[src/rtl/note_seq_pkg.sv]
// Shared definitions for the note sequencer: state encoding, end-of-song
// marker, tempo decode and default field widths.
package note_seq_pkg;

  localparam int DEF_BEAT_W    = 22;
  localparam int DEF_BEAT_LOAD = 3125000;
  localparam int DEF_NOTE_W    = 6;
  localparam int DEF_DUR_W     = 6;
  localparam int DEF_IDX_W     = 5;

  // A ROM entry whose duration field equals this value terminates the song.
  localparam int END_MARK = 0;

  typedef logic [2:0] state_t;

  localparam state_t S_IDLE  = 3'd0;
  localparam state_t S_FETCH = 3'd1;
  localparam state_t S_LOAD  = 3'd2;
  localparam state_t S_PLAY  = 3'd3;
  localparam state_t S_DONE  = 3'd4;

  // Right-shift applied to the beat reload value; selection 3 falls back to x1.
  function automatic logic [1:0] tempo_shift(input logic [1:0] sel);
    return (sel == 2'd3) ? 2'd0 : sel;
  endfunction

endpackage

[src/rtl/note_seq_beat_gen.sv]
// Beat countdown: counts down while enabled, ticks at zero and reloads
// from the tempo-scaled load value on that same cycle.
module beat_gen
  import note_seq_pkg::*;
#(
  parameter int                BEAT_W    = DEF_BEAT_W,
  parameter logic [BEAT_W-1:0] BEAT_LOAD = BEAT_W'(DEF_BEAT_LOAD)
) (
  input  logic              clk_i,
  input  logic              rst_ni,
  input  logic              en_i,
  input  logic              clear_i,
  input  logic              load_i,
  input  logic [BEAT_W-1:0] load_val_i,
  output logic              beat_o,
  output logic              tick_o
);

  logic [BEAT_W-1:0] count_q;
  logic              beat_q;

  assign tick_o = en_i && !clear_i && (count_q == '0);
  assign beat_o = beat_q;

  always_ff @(posedge clk_i or negedge rst_ni) begin
    if (!rst_ni) begin
      count_q <= BEAT_LOAD;
      beat_q  <= 1'b0;
    end else if (clear_i) begin
      count_q <= BEAT_LOAD;
      beat_q  <= 1'b0;
    end else if (load_i) begin
      count_q <= load_val_i;
      beat_q  <= 1'b0;
    end else if (tick_o) begin
      count_q <= load_val_i;
      beat_q  <= 1'b1;
    end else if (en_i) begin
      count_q <= count_q - 1'b1;
      beat_q  <= 1'b0;
    end else begin
      beat_q  <= 1'b0;
    end
  end

endmodule

[src/rtl/note_sequencer.sv]
// Steps through a song ROM of {note, dur} entries, timing each note in beats
// and emitting note_start pulses plus a sticky end-of-song flag.
module note_sequencer
  import note_seq_pkg::*;
#(
  parameter int                BEAT_W    = DEF_BEAT_W,
  parameter logic [BEAT_W-1:0] BEAT_LOAD = BEAT_W'(DEF_BEAT_LOAD),
  parameter int                NOTE_W    = DEF_NOTE_W,
  parameter int                DUR_W     = DEF_DUR_W,
  parameter int                IDX_W     = DEF_IDX_W
) (
  input  logic                    clk_i,
  input  logic                    rst_ni,
  input  logic                    play_i,
  input  logic                    reset_song_i,
  input  logic [1:0]              song_sel_i,
  input  logic [1:0]              tempo_sel_i,
  output logic [IDX_W+1:0]        rom_addr_o,
  input  logic [NOTE_W+DUR_W-1:0] rom_data_i,
  output logic [NOTE_W-1:0]       note_o,
  output logic                    note_start_o,
  output logic                    note_active_o,
  output logic                    beat_o,
  output logic                    song_done_o
);

  state_t             state_q, state_d;
  logic [IDX_W-1:0]   idx_q, idx_d, idx_next;
  logic [DUR_W-1:0]   remain_q, remain_d;
  logic [NOTE_W-1:0]  note_q, note_d;
  logic               note_start_q, note_start_d;
  logic               note_active_q, note_active_d;
  logic               song_done_q, song_done_d;
  logic [IDX_W+1:0]   rom_addr_q, rom_addr_d;
  logic [1:0]         song_sel_q;

  logic [NOTE_W-1:0]  rom_note;
  logic [DUR_W-1:0]   rom_dur;
  logic               restart;
  logic               play_en;
  logic               load_note;
  logic               tick;
  logic [BEAT_W-1:0]  load_val;

  assign rom_note  = rom_data_i[NOTE_W+DUR_W-1:DUR_W];
  assign rom_dur   = rom_data_i[DUR_W-1:0];
  assign restart   = reset_song_i || (song_sel_i != song_sel_q);
  assign play_en   = (state_q == S_PLAY) && play_i;
  assign load_note = (state_q == S_LOAD) && (rom_dur != DUR_W'(END_MARK));
  assign load_val  = BEAT_LOAD >> tempo_shift(tempo_sel_i);
  assign idx_next  = idx_q + 1'b1;

  beat_gen #(
    .BEAT_W    (BEAT_W),
    .BEAT_LOAD (BEAT_LOAD)
  ) u_beat_gen (
    .clk_i      (clk_i),
    .rst_ni     (rst_ni),
    .en_i       (play_en),
    .clear_i    (restart),
    .load_i     (load_note),
    .load_val_i (load_val),
    .beat_o     (beat_o),
    .tick_o     (tick)
  );

  always_comb begin
    state_d      = state_q;
    idx_d        = idx_q;
    remain_d     = remain_q;
    note_d       = note_q;
    note_start_d = 1'b0;
    song_done_d  = song_done_q;
    rom_addr_d   = rom_addr_q;

    case (state_q)
      S_IDLE: begin
        if (play_i) begin
          state_d    = S_FETCH;
          rom_addr_d = {song_sel_q, idx_q};
        end
      end
      S_FETCH: state_d = S_LOAD;
      S_LOAD: begin
        if (rom_dur == DUR_W'(END_MARK)) begin
          state_d     = S_DONE;
          song_done_d = 1'b1;
        end else begin
          state_d      = S_PLAY;
          note_d       = rom_note;
          remain_d     = rom_dur;
          note_start_d = 1'b1;
        end
      end
      S_PLAY: begin
        if (tick) begin
          remain_d = remain_q - 1'b1;
          // Last beat of the note: the final index ends the song rather than wrapping.
          if (remain_q == DUR_W'(1)) begin
            if (idx_q == {IDX_W{1'b1}}) begin
              state_d     = S_DONE;
              song_done_d = 1'b1;
            end else begin
              state_d    = S_FETCH;
              idx_d      = idx_next;
              rom_addr_d = {song_sel_q, idx_next};
            end
          end
        end
      end
      S_DONE:  song_done_d = 1'b1;
      default: state_d = S_IDLE;
    endcase

    if (restart) begin
      state_d      = S_IDLE;
      idx_d        = '0;
      rom_addr_d   = {song_sel_i, {IDX_W{1'b0}}};
      song_done_d  = 1'b0;
      note_start_d = 1'b0;
    end

    note_active_d = (state_d == S_PLAY) && play_i;
  end

  always_ff @(posedge clk_i or negedge rst_ni) begin
    if (!rst_ni) begin
      state_q       <= S_IDLE;
      idx_q         <= '0;
      remain_q      <= '0;
      note_q        <= '0;
      note_start_q  <= 1'b0;
      note_active_q <= 1'b0;
      song_done_q   <= 1'b0;
      rom_addr_q    <= '0;
      song_sel_q    <= '0;
    end else begin
      state_q       <= state_d;
      idx_q         <= idx_d;
      remain_q      <= remain_d;
      note_q        <= note_d;
      note_start_q  <= note_start_d;
      note_active_q <= note_active_d;
      song_done_q   <= song_done_d;
      rom_addr_q    <= rom_addr_d;
      song_sel_q    <= song_sel_i;
    end
  end

  assign rom_addr_o    = rom_addr_q;
  assign note_o        = note_q;
  assign note_start_o  = note_start_q;
  assign note_active_o = note_active_q;
  assign song_done_o   = song_done_q;

endmodule

[config.mk]
export PLATFORM = sky130hd
export DESIGN_NAME = note_sequencer
export DESIGN_NICKNAME = d
export VERILOG_FILES = /design/src/rtl/note_seq_pkg.sv /design/src/rtl/note_seq_beat_gen.sv /design/src/rtl/note_sequencer.sv
export SDC_FILE = /design/constraint.sdc
export NUM_CORES = 1
export LEC_CHECK = 0
export ABC_CLOCK_PERIOD_IN_PS = 2800
export BUFFER_PORTS_ARGS = -buffer_cell sky130_fd_sc_hd__buf_2
export CORE_MARGIN = 5
export CORE_UTILIZATION = 45
export DETAILED_ROUTE_END_ITERATION = 16
export GPL_TIMING_DRIVEN = 0
export PLACE_DENSITY_LB_ADDON = 0.3
export SLEW_MARGIN = 20
export SYNTH_ARGS = -nofsm -noshare
export SYNTH_HDL_FRONTEND = slang
export SYNTH_SLANG_ARGS = --single-unit
[constraint.sdc]
create_clock -name clk_i -period 2.8 [get_ports clk_i]
set_input_delay 0.56 -clock clk_i [delete_from_list [all_inputs] [get_ports clk_i]]
set_output_delay 0.56 -clock clk_i [all_outputs]
set_load 0.01 [all_outputs]
==> impl_metrics.ini <==
[routing]
vias = 3008
wl_per_cell_um = 16.8
vias_per_cell = 5.90
routed_wl_um = 8570
drcViolationCount = 0
ant_nets = 0
drt_iter0_markers = 204
drt-pass1-iter-count = 5

[placement]
port_buffers = 36
dp_hpwl_um = 6120
post-place-cells = 502
place_congestion = 0.958
dpl-instance-area_mm2 = 0.00354

[hold_path]
hold_path_class = in2async

[clock_network]
numCtsBuffers = 5
cts_tree = built
postCtsSetupRepairBufs = 0
cts_max_path_buffers = 2
worst_setup_hold_path_clk_slew_ns = 0.11
ctsHtreeMaxLevel = 2
cts_root_buf = clkbuf_8
cts_sinks = 55
clock_latency_ns = 0.32

[synth]
synth_edf_count = 0
syn_area_mm2 = 0.00323
async_flop_share_pct = 100
synth_top_cells_by_area = dfrtp_1, dfstp_2, nand2_1, nor2_1, a21oi_1
seq_area_frac_synth_pct = 43.0
synth_top_area_cell = dfrtp_1
yosys_warnings = 0
syn_inst = 367
syn_avg_cell_area_um2 = 8.81
synth_top_area_share_pct = 33.3
syn_nets = 395
ys_types = 55
synth_flop_cell = dfrtp_1
ys_ff_latch = 55

[worst_setup_path]
rr_startpoint = u_beat_gen.count_q[0]$_DFFE_PN0P_
arrival_ns = 2.94
path_buf_inv = 1
end_kind = register
cp_data_required_time_ns = 3.06
cp_cell_sequence = inv_1, ha_1, or4b_4, or3_1, o21ai_1, nor2_1, a21oi_1, a2bb2oi_1
path_class = reg2reg
path_delay_family = simple AND/OR/NAND/NOR gates
crit_path_start = u_beat_gen.count_q[0]$_DFFE_PN0P_
critPathMaxFanout = 6
slowest_stage = or4b_4
max_stage_delay_ns = 0.52
cp-start-kind = register

[floorplanning]
start_util_pct = 45.3
core_mm2 = 0.00714
fp.dieArea_mm2 = 0.00898
ioPinCount = 37
die_w_um = 94.8
rows = 31
die_y_um = 94.8

[power]
sw_frac_of_total_pct = 29.1
pwr-share-clk_pct = 29.9
pwr-share-comb_pct = 13.8
peakVddDrop_uv = 216
intPower_mw = 1.09
power_switching_mw = 0.447
pwr-share-seq_pct = 56.3
p_per_area_mw_per_mm2 = 413
p_leak_nw = 1.56

[sta]
fin_crit_ns = 2.68
skew_ns = 0.00968
setup_viol = 0
worst-slew-pin-transition_ns = 0.962
slew_violations = 0
fmax_ghz = 0.373
slew_headroom_pct = 35.5
hold_violations = 0
finalCritPeriodShare_pct = 95.6
finalSetupTns_ns = 0
fin_hold_ws_ns = 0.272

[finish]
finalInstanceArea_mm2 = 0.00372
final_layout_size_suffix_gt1_share_pct = 21.4
fin_nets = 438
area_growth_pct = 15.0
fin_cells = 510
post-route-util_pct = 52.1
diodes = 0

[outcome]
status = complete, no violations

[global_route]
grt_pass1_wl_um = 14000
antenna_found_initial = 0
grt_overflow = 0
grt_pass1_vias = 2843
gr-usage-all-layers_pct = 19.8
grt_max_degree = 56

[run]
drv_cap = 0
## routing by layer
metal	vias up	wire (µm)	GRT usage, %
li1	1429	-	-
met1	1456	3830	27.2
met2	109	4120	32.3
met3	14	476	2.95
met4	0	135	5.65
met5	-	0	0
## through the flow
stage / setup slack, ns / power [mW]
detailed placement: -0.305 / 1.09
global placement: -0.273 / 1.08
CTS: 0.00746 / 1.54
global route: -0.00154 / 1.62
finish: 0.122 / 1.54
floorplan: 0.317 / 0.995
## path summary, 6_finish.rpt
| check | to | slack (ns) | cells after the start |
|---|---|---|---|
| setup reg to reg | u_beat_gen.count_q[10]$_DFFE_PN1P_ | 0.12 | 8 |
| setup / recovery | u_beat_gen.count_q[10]$_DFFE_PN1P_ | 0.12 | 8 |
| max in group asynchronous | remain_q[5]$_DFFE_PN0P_ | 2.05 | 1 |
| hold / removal | u_beat_gen.count_q[12]$_DFFE_PN0P_ | 0.27 | 1 |
| hold reg to reg | note_o[5]$_DFFE_PN0P_ | 0.48 | 2 |
| min in group clk_i | song_sel_q[1]$_DFF_PN0_ | 0.38 | 1 |
## repair_timing
| action | 4_1_cts | 5_1_grt |
|---|---|---|
| pin swaps | 0 | 0 |
| endpoints found under the setup margin | 13 | 16 |
| hold buffers | 0 | 0 |
| resized for setup | 5 | 11 |
## Yosys cell counts, types with 2 or more instances
library cell,number
mux2_2,8
or4_4,2
o21a_1,2
nor2_1,37
dfstp_2,12
nor4_4,2
or3_1,12
nand2b_1,5
a31oi_1,5
o21ai_1,6
a22o_1,2
a221o_1,3
a22oi_1,2
nor4b_1,2
or4_1,5
o211ai_1,3
dfrtp_1,43
nand2_1,50
xor2_1,6
and3_1,5
buf_2,3
nor3b_1,2
nand3_1,9
nand4_1,4
a211oi_1,3
o21ai_0,25
a2bb2oi_1,3
nor4_1,9
ha_1,8
inv_1,11
a21oi_1,26
xnor2_1,5
nor2b_1,3
nor3_1,13
nand3_2,2
clkbuf_1,8
o41ai_1,2
or2_2,2
## placed cells by master, fill, tap and decap left out, types with 6 or more instances in the layout
cell type | synthesis | routed
nand2_1 | 50 | 50
dfrtp_1 | 43 | 43
buf_2 | 3 | 38
nor2_1 | 37 | 37
a21oi_1 | 26 | 26
o21ai_0 | 25 | 25
nor3_1 | 13 | 13
dfstp_2 | 12 | 12
or3_1 | 12 | 11
inv_1 | 11 | 10
nand3_1 | 9 | 9
clkbuf_1 | 8 | 8
mux2_2 | 8 | 8
ha_1 | 8 | 8
nor4_1 | 9 | 7
xor2_1 | 6 | 6
## cells by family after synthesis
group	share of synthesized area, %
DFF	43.0
AOI/OAI and AO/OA	17.2
muxes	3.09
and+or+nand+nor	28.0
xor gates and xnor gates	2.98
buffers and inverters	2.67
adders and majority gates	3.09
## flip-flops by register name, summed over array words and instances (netlist names)
name	cells
note_active_o	1
note_o	6
song_sel_q	2
state_q	3
rom_addr_o	7
idx_q	5
note_start_o	1
song_done_o	1
remain_q	6
u_beat_gen.beat_o	1
u_beat_gen.count_q	22
## power groups by stage
stage | registers [mW] | logic (mW) | clock network, mW
floorplan | 0.885 | 0.110 | 0
global placement | 0.878 | 0.203 | 0
detailed placement | 0.880 | 0.209 | 0
CTS | 0.865 | 0.210 | 0.465
global route | 0.871 | 0.241 | 0.504
finish | 0.865 | 0.211 | 0.460
## area by class of cell
type	instances	area, µm²
multi-input cells	290	1840
fillers	693	3420
inverters	11	43.8
clock buffers	5	68.8
plain buffers	11	45.0
clock inverters	3	25.0
flip-flops and latches	55	1390
repair buffers	36	183
well taps	99	124
Note: power is estimated with default switching activity, not from simulation.
